--- src/rtl/robot_pkg.sv ---
// Shared types for the robot behaviour controller: top-level mode, camera
// follow sub-state and the drive command handed to the motor/PWM block.
package robot_pkg;

  typedef enum logic [1:0] {
    IDLE = 2'd0,
    IR   = 2'd1,
    CAM  = 2'd2
  } mode_t;

  typedef enum logic [1:0] {
    SEARCH = 2'd0,
    FOLLOW = 2'd1,
    PAUSE  = 2'd3
  } cam_state_t;

  typedef enum logic [2:0] {
    STOP   = 3'd0,
    LEFT   = 3'd1,
    RIGHT  = 3'd2,
    SLOW   = 3'd3,
    MEDIUM = 3'd4,
    FAST   = 3'd5
  } drive_t;

endpackage

--- src/rtl/ir_debounce.sv ---
// Single-channel level debouncer: the accepted level follows the raw input
// only after it has disagreed with the accepted level for DEBOUNCE
// consecutive samples; any return to the accepted level restarts the count.
module ir_debounce #(
  parameter int DEBOUNCE = 4
) (
  input  logic clk,
  input  logic rst_n,
  input  logic raw,
  output logic db
);

  localparam int CNT_W = (DEBOUNCE < 2) ? 1 : $clog2(DEBOUNCE + 1);
  localparam logic [CNT_W-1:0] CNT_LAST = CNT_W'(DEBOUNCE - 1);

  logic [CNT_W-1:0] cnt_q, cnt_d;
  logic             db_q,  db_d;

  // Count disagreeing samples; flip the accepted level on the last one.
  always_comb begin
    cnt_d = '0;
    db_d  = db_q;
    if (raw != db_q) begin
      if (cnt_q >= CNT_LAST) begin
        db_d  = raw;
        cnt_d = '0;
      end else begin
        cnt_d = cnt_q + 1'b1;
      end
    end
  end

  // Debounce state register.
  always_ff @(posedge clk or negedge rst_n) begin
    if (!rst_n) begin
      cnt_q <= '0;
      db_q  <= 1'b0;
    end else begin
      cnt_q <= cnt_d;
      db_q  <= db_d;
    end
  end

  assign db = db_q;

endmodule

--- src/rtl/robot_behaviour_fsm.sv ---
// Robot behaviour controller: arbitrates IDLE / IR obstacle avoidance /
// camera target following and registers one drive command per cycle.
module robot_behaviour_fsm
  import robot_pkg::*;
#(
  parameter int NUM_IR       = 3,
  parameter int DEBOUNCE     = 4,
  parameter int X_W          = 10,
  parameter int FRAME_W      = 640,
  parameter int CENTER_BAND  = 80,
  parameter int AREA_W       = 16,
  parameter int FAR_AREA     = 1000,
  parameter int MID_AREA     = 4000,
  parameter int NEAR_AREA    = 12000,
  parameter int LOST_TIMEOUT = 50_000_000,
  parameter int PAUSE_CYCLES = 25_000_000
) (
  input  logic              clk,
  input  logic              rst_n,
  input  logic              enable,
  input  logic [NUM_IR-1:0] ir_raw,
  input  logic              cam_valid,
  input  logic              cam_found,
  input  logic [X_W-1:0]    cam_x,
  input  logic [AREA_W-1:0] cam_area,
  output mode_t             mode,
  output cam_state_t        cam_state,
  output drive_t            drive_cmd,
  output logic              drive_change
);

  localparam int LOST_W  = $clog2(LOST_TIMEOUT + 1);
  localparam int PAUSE_W = $clog2(PAUSE_CYCLES + 1);

  // Band edges are centred-inclusive: x equal to an edge counts as centred.
  localparam logic [X_W-1:0]    X_LO   = X_W'(FRAME_W / 2 - CENTER_BAND / 2);
  localparam logic [X_W-1:0]    X_HI   = X_W'(FRAME_W / 2 + CENTER_BAND / 2);
  localparam logic [AREA_W-1:0] FAR_A  = AREA_W'(FAR_AREA);
  localparam logic [AREA_W-1:0] MID_A  = AREA_W'(MID_AREA);
  localparam logic [AREA_W-1:0] NEAR_A = AREA_W'(NEAR_AREA);

  localparam logic [LOST_W-1:0]  LOST_LAST  = LOST_W'(LOST_TIMEOUT - 1);
  localparam logic [PAUSE_W-1:0] PAUSE_LAST = PAUSE_W'(PAUSE_CYCLES - 1);

  mode_t             mode_q,   mode_d;
  cam_state_t        cam_q,    cam_d;
  drive_t            drive_q,  drive_d;
  logic              change_q, change_d;
  logic [LOST_W-1:0] lost_q,   lost_d;
  logic [PAUSE_W-1:0] pause_q, pause_d;
  logic              seen_q,   seen_d;

  logic [NUM_IR-1:0] ir_db;
  logic              ir_left, ir_right;
  drive_t            ir_drive;
  logic              found;
  logic              centred;
  logic              near;

  // Steering/speed decision for a found sample (near-range handled separately).
  function automatic drive_t follow_drive(input logic [X_W-1:0] x,
                                          input logic [AREA_W-1:0] area);
    if (x < X_LO)           return LEFT;
    else if (x > X_HI)      return RIGHT;
    else if (area >= NEAR_A) return STOP;
    else if (area >= MID_A)  return SLOW;
    else if (area >= FAR_A)  return MEDIUM;
    else                     return FAST;
  endfunction

  for (genvar g = 0; g < NUM_IR; g++) begin : g_db
    ir_debounce #(
      .DEBOUNCE(DEBOUNCE)
    ) u_db (
      .clk  (clk),
      .rst_n(rst_n),
      .raw  (ir_raw[g]),
      .db   (ir_db[g])
    );
  end

  assign found   = cam_valid & cam_found;
  assign centred = (cam_x >= X_LO) && (cam_x <= X_HI);
  assign near    = centred && (cam_area >= NEAR_A);

  // Fold debounced channels into left/right halves; an odd middle channel feeds both.
  always_comb begin
    ir_left  = 1'b0;
    ir_right = 1'b0;
    for (int i = 0; i < NUM_IR; i++) begin
      if (i < NUM_IR / 2)        ir_left  = ir_left  | ir_db[i];
      if (i >= (NUM_IR + 1) / 2) ir_right = ir_right | ir_db[i];
      if ((NUM_IR % 2 == 1) && (i == NUM_IR / 2)) begin
        ir_left  = ir_left  | ir_db[i];
        ir_right = ir_right | ir_db[i];
      end
    end
    if (ir_left && !ir_right)      ir_drive = RIGHT;
    else if (ir_right && !ir_left) ir_drive = LEFT;
    else                           ir_drive = STOP;
  end

  // Mode arbitration plus camera sub-FSM next state and drive command.
  always_comb begin
    mode_d  = mode_q;
    cam_d   = cam_q;
    drive_d = drive_q;
    lost_d  = lost_q;
    pause_d = pause_q;
    seen_d  = seen_q;
    if (!enable) begin
      mode_d  = IDLE;
      cam_d   = SEARCH;
      drive_d = STOP;
      lost_d  = '0;
      pause_d = '0;
      seen_d  = 1'b0;
    end else if (|ir_db) begin
      // Any camera sample arriving now is discarded.
      mode_d  = IR;
      cam_d   = SEARCH;
      drive_d = ir_drive;
      lost_d  = '0;
      pause_d = '0;
      seen_d  = 1'b0;
    end else begin
      mode_d = CAM;
      case (cam_q)
        SEARCH, FOLLOW: begin
          if (found) begin
            lost_d = '0;
            if (near) begin
              cam_d   = PAUSE;
              drive_d = STOP;
              pause_d = '0;
              seen_d  = 1'b0;
            end else begin
              cam_d   = FOLLOW;
              drive_d = follow_drive(cam_x, cam_area);
            end
          end else if (cam_q == SEARCH) begin
            drive_d = LEFT;
          end else if (lost_q >= LOST_LAST) begin
            cam_d   = SEARCH;
            drive_d = LEFT;
            lost_d  = '0;
          end else begin
            lost_d = lost_q + 1'b1;
          end
        end
        PAUSE: begin
          drive_d = STOP;
          if (pause_q >= PAUSE_LAST) begin
            pause_d = '0;
            seen_d  = 1'b0;
            lost_d  = '0;
            if (seen_q || found) begin
              cam_d = FOLLOW;
            end else begin
              cam_d   = SEARCH;
              drive_d = LEFT;
            end
          end else begin
            pause_d = pause_q + 1'b1;
            seen_d  = seen_q | found;
          end
        end
        default: begin
          cam_d   = SEARCH;
          drive_d = LEFT;
        end
      endcase
    end
    change_d = (drive_d != drive_q);
  end

  // State, counter and output registers.
  always_ff @(posedge clk or negedge rst_n) begin
    if (!rst_n) begin
      mode_q   <= IDLE;
      cam_q    <= SEARCH;
      drive_q  <= STOP;
      change_q <= 1'b0;
      lost_q   <= '0;
      pause_q  <= '0;
      seen_q   <= 1'b0;
    end else begin
      mode_q   <= mode_d;
      cam_q    <= cam_d;
      drive_q  <= drive_d;
      change_q <= change_d;
      lost_q   <= lost_d;
      pause_q  <= pause_d;
      seen_q   <= seen_d;
    end
  end

  assign mode         = mode_q;
  assign cam_state    = cam_q;
  assign drive_cmd    = drive_q;
  assign drive_change = change_q;

endmodule

--- config.mk ---
export PLATFORM = sky130hd
export DESIGN_NAME = robot_behaviour_fsm
export DESIGN_NICKNAME = d
export VERILOG_FILES = /design/src/rtl/robot_pkg.sv /design/src/rtl/ir_debounce.sv /design/src/rtl/robot_behaviour_fsm.sv
export SDC_FILE = /design/constraint.sdc
export NUM_CORES = 1
export LEC_CHECK = 0
export CORE_ASPECT_RATIO = 0.7
export CORE_MARGIN = 2
export CORE_UTILIZATION = 50
export CTS_CLUSTER_DIAMETER = 50
export DETAILED_ROUTE_END_ITERATION = 8
export GPL_ROUTABILITY_DRIVEN = 0
export PLACE_DENSITY = 0.75
export SYNTH_ARGS = -nofsm -noshare
export SYNTH_HDL_FRONTEND = slang
export SYNTH_SLANG_ARGS = --single-unit
export TNS_END_PERCENT = 10
--- constraint.sdc ---
create_clock -name clk -period 2.5 [get_ports clk]
set_input_delay 0.75 -clock clk [delete_from_list [all_inputs] [get_ports clk]]
set_output_delay 0.75 -clock clk [all_outputs]
set_load 0.02 [all_outputs]
Word level (Yosys, flattened, before mapping)
Cells that the tools add are included.
- bits in registers: 72
- input port bits: 34
- add/subtract/negate cells: 5
- magnitude comparators: 12
- equality and inequality tests: 12
- mux-type cells: 52
- bitwise logic cells: 4
- reduce and logical (&&, ||, !) cells: 16
- operators by type and width (cell ; number):
    $mux 26 ; 6
    $mux 25 ; 5
    $pmux 26 s2 ; 1
    $mux 3 ; 17
    $pmux 25 s2 ; 1
    $add 26x1->26 const B ; 1
    $ge 26x26->1 const B ; 1
    $add 25x1->25 const B ; 1
    $ge 25x25->1 const B ; 1
    $mux 2 ; 9
    $ge 16x10->1 const B ; 1
    $ge 16x12->1 const B ; 1
    $ge 16x14->1 const B ; 1
    $ne 4x4->1 const B ; 3
    $ge 10x9->1 const B ; 1
    $gt 10x9->1 const B ; 1
    $le 10x9->1 const B ; 1
    $lt 10x9->1 const B ; 1
    $mux 1 ; 10
    $ne 5x5->1 const B ; 2
    $add 3x1->3 const B ; 3
    $ge 3x2->1 const B ; 3
    $reduce_and 3->1 ; 3
    $pmux 3 s2 ; 1
    other kinds (16) ; 26

Depth between registers and ports, before layout
- depth in word-level cells: 12
- mapped depth: 9

Modules after synthesis
A second synthesis with hierarchy kept.
- cell total of the unflattened synthesis: 472
- area total of the unflattened synthesis: 4146.5 um^2
- modules (own cells, without submodules) (module ; instances ; cells each ; area an instance (um^2) ; seq. area each (um^2)):
    robot_behaviour_fsm ; 1 ; 433 ; 3606.0 ; 1501.4
    ir_debounce ; 3 ; 13 ; 180.2 ; 100.1

Worst setup path after synthesis
OpenSTA, ideal clock, no wires.
- kind: input -> register
- from: in cam_x[0]
- to: reg pause_q[19]
- arrival: 2471 ps
- required time: 2379 ps
- path slack: -92 ps
- stages: 7
- cells stage by stage: and4bb_2 > a22oi_1 > o41a_1 > nor3_1 > nand4b_1 > xor2_1 > nor2_1
- cells in the longest elaborated chain, start to end: 5
- ends and longest elaborated chain (item ; line ; RTL):
    start, declared ; robot_behaviour_fsm.sv:24 ; input logic [X_W-1:0] cam_x,
    $ge 10x9->1 or $le 10x9->1 (tied branches) ; robot_behaviour_fsm.sv:83 ; assign centred = (cam_x >= X_LO) && (cam_x <= X_HI);
    $logic_and 1x1->1 (*) ; robot_behaviour_fsm.sv:83 ;
    $logic_and 1x1->1 (*) ; robot_behaviour_fsm.sv:84 ; assign near = centred && (cam_area >= NEAR_A);
    $ne 4x4->1 (no source line) (*) ; - ;
    $reduce_and 3->1 (no source line) (*) ; - ;
    end signal, assigned ; robot_behaviour_fsm.sv:193 ; pause_q <= pause_d;
    end, declared ; robot_behaviour_fsm.sv:50 ; logic [PAUSE_W-1:0] pause_q, pause_d;
Every way passes the cells marked *; elsewhere a longest branch is shown, timed or not.
A chain may end at the register's enable or synchronous reset.

Worst setup path in the final report
- from: reg pause_q[17]
- to: reg lost_q[24]
- cells in the longest elaborated chain, start to end: 3
- ends and longest elaborated chain (item ; line ; RTL):
    $ge 25x25->1 ; robot_behaviour_fsm.sv:153 ; if (pause_q >= PAUSE_LAST) begin
    $ne 4x4->1 (no source line) ; - ;
    $reduce_and 3->1 (no source line) ; - ;
    end signal, assigned ; robot_behaviour_fsm.sv:192 ; lost_q <= lost_d;
    end, declared ; robot_behaviour_fsm.sv:49 ; logic [LOST_W-1:0] lost_q, lost_d;
Every way passes these cells.

==> flow_summary.ini <==
[outcome]
status = finished, violations left
violations = negative setup slack

[synthesis]
synth_top_area_share_pct = 45.2
ys_seq_area_share_pct = 45.2
syn_inst = 438
synth_most_common_cell = dfrtp_1
synth_commonest_cells = dfrtp_1, nor2_1, nand2_1, o21ai_0, nand3_1
synth_area_mm2 = 0.00398
synth.area.top_cells = dfrtp_1, nor2_1, o21ai_0
synth_ff_type = dfrtp_1
synth_top_area_cell = dfrtp_1
syn_avg_cell_area_um2 = 9.09
syn-num-nets = 480
yosysUniqueCellTypes = 54
synth_edf_count = 0
ys_async_sr_fraction_pct = 100
ys_ff_latch = 72
ys_warn_count = 0

[clocking]
clk_pin_slew_ps = 60
cts_made_buffers = 9
cts_buffer_depth = 2
cts_tree = yes
htreeDepth = 3
root_buffer = clkbuf_16
clock_latency_ps = 350
cts.hold.buffers_added = 0
cts_sinks = 72

[cells_and_area]
drive_gt1_share_pct = 25.8
nFillCells = 524
regArea_mm2 = 0.00180
area_growth_pct = 41.3
diodes = 0
multiInputGateArea_mm2 = 0.00234
finalNetCount = 591

[setup_path]
crit_type = reg2reg
crit_path_top_delay_cell = or4_4
reg2reg_depth = 8
crit_top_cell = or4_4
cp_max_fo = 7
crit_chain = or4_4, or4_4, and4_4, buf_6, buf_8, nor3_2, xnor2_1, nor2_1
reg2reg_from = pause_q[17]
critPathArrivalTime_ps = 2860
cpPeakStageDelay_ps = 590
r2r-end = lost_q[24]
worstPathRequired_ps = 2690
cp-end-kind = register
r2r_slack_ps = -160
critPathTopFamily = simple AND/OR/NAND/NOR gates
crit_path_start_kind = register
critPathBufInv = 2

[placement]
io_buffers = 38
post-place-ws_ps = -723
dp_hpwl_mm = 6.95

[sta]
finalCritPeriodShare_pct = 107
clock_skew_ps = 8.46
tightest_slew_ps = 530
rsz0062_at_grt = yes
layout_min_cycle_time_ps = 2660
setup_ws_ps = -164
fin_hold_ws_ps = 417
hold_violations = 0
fmax_mhz = 375
max_slew_margin_pct = 64.6
setup_viol = 20
slew_viol_final = 0

[hold_path]
hold_path_class = in2async

[global_route]
track_usage_pct = 24.5
grtUsageMet3_pct = 6.33
grtUsageMet2_pct = 40.6
grt_pass1_wl_mm = 17.2
grt_pass1_vias = 3652
grt-ovfl-total = 0
grt_max_degree = 73
grt_busiest_layer = met2
antenna_found_initial = 0
grt_use_met1_pct = 32.5

[pwr]
p_int_uw = 2450
ir_drop_uv = 446
p_leak_uw = 0.00252
p_switching_uw = 1060
p_sw_share_pct = 30.1
power_density_mw_per_mm2 = 623
combPwrFrac_pct = 23.3
seq_power_share_pct = 38.8
pwr-share-clk_pct = 37.9

[die]
start_util_pct = 51.0
io_pins = 42
fp.dieArea_mm2 = 0.00871
rows = 27
die_height_um = 78.7
coreArea_mm2 = 0.00780
die_w_um = 111

[routing]
wl_mm = 11.1
avgViaCountPerCell = 5.87
wl_per_cell_um = 17.0
drc_errors = 0
antenna_left = 0
routed-via-count = 3848
firstDrtPassIters = 4
drt_iter0_drc = 332

[job]
drv_cap = 0
-- layout make-up --
cell class | count | share of cell area [%]
clock buffer | 10 | 4.25
clock inverter | 6 | 1.20
inverter | 12 | 0.800
multi-input combinational | 343 | 41.6
sequential | 72 | 32.0
tap | 101 | 2.25
timing repair buffer | 111 | 17.9
-- per-layer routing --
metal  vias up  wire, µm
li1       1815         -
met1      1866      4870
met2       137      5350
met3        30       631
met4         0       280
met5         -         0
-- kinds of logic (layout without fill, tap and decap cells) --
kind of cell | after synthesis | in the layout | synth area share, %
simple gates | 211 | 211 | 27.5
flops | 72 | 72 | 45.2
mux | 4 | 4 | 1.10
buf+inv | 23 | 139 | 2.42
xor+xnor | 30 | 30 | 6.60
compound gates | 90 | 90 | 14.6
fa+ha+maj | 8 | 8 | 2.51
-- metrics by stage --
step                power (µW)  cell area [µm²]  utilization, %  setup TNS [ps]  std cells
floorplan                 1760             3990               -               0        438
global placement          2080             4910            62.9          -26940        625
detailed placement        2120             4910            62.9          -29350        625
CTS                       3470             5380            69.0            -753        646
global route              3680             5630            72.1           -3100        655
finish                    3510             5630            72.1           -1410        655
-- power by group through the flow --
stage | Sequential (µW) | Clock [µW] | Combinational [µW]
floorplan | 1400 | 0 | 369
CTS | 1360 | 1330 | 782
global placement | 1370 | 0 | 714
detailed placement | 1380 | 0 | 739
finish | 1360 | 1330 | 819
global route | 1370 | 1400 | 908
-- state kept, by name (all words and copies together), names as in the netlist --
register,count
cam_state,2
lost_q,26
seen_q,1
mode,2
drive_cmd,3
g_db.u_db.db,3
pause_q,25
g_db.u_db.cnt_q,9
drive_change,1
-- worst max path at each step --
stage           startpoint          end  slack (ps)  cells after the start
3_5_place_dp      cam_x[3]  pause_q[15]        -720                      6
4_1_cts        pause_q[22]   lost_q[13]        -120                      9
6_report       pause_q[17]   lost_q[24]        -160                      8
3_3_place_gp      cam_x[4]       seen_q        -650                      6
5_1_grt        pause_q[24]   lost_q[24]        -250                      8
2_1_floorplan       enable  pause_q[12]          40                      8
-- timing repair --
item                                    4_1_cts  5_1_grt
resized for setup                            37       49
setup buffers                                 5       10
endpoints found under the setup margin       51       50
pin swaps                                     8       24
-- layout by cell type, fill, tap and decap left out, types with 5 or more instances in the layout --
| master | synthesis | routed |
|---|---|---|
| nor2_1 | 63 | 61 |
| ha_1 | 8 | 8 |
| inv_1 | 12 | 11 |
| xnor2_1 | 16 | 15 |
| nor3_1 | 18 | 6 |
| nand4_1 | 16 | 16 |
| clkdlybuf4s50_1 | 0 | 15 |
| buf_4 | 0 | 64 |
| nor2b_1 | 7 | 7 |
| dfrtp_1 | 72 | 72 |
| clkbuf_16 | 0 | 9 |
| a21oi_1 | 16 | 12 |
| o31ai_1 | 6 | 5 |
| dlymetal6s2s_1 | 0 | 13 |
| xor2_1 | 14 | 14 |
| and3_1 | 17 | 16 |
| o21ai_0 | 31 | 27 |
| or3_1 | 6 | 5 |
| a211oi_1 | 7 | 5 |
| nand3_1 | 24 | 21 |
| nand2_1 | 32 | 30 |
| nor3_2 | 1 | 11 |
| and2_1 | 7 | 6 |
| dlygate4sd2_1 | 0 | 8 |
No activity file was read; power rests on OpenSTA's default activity.
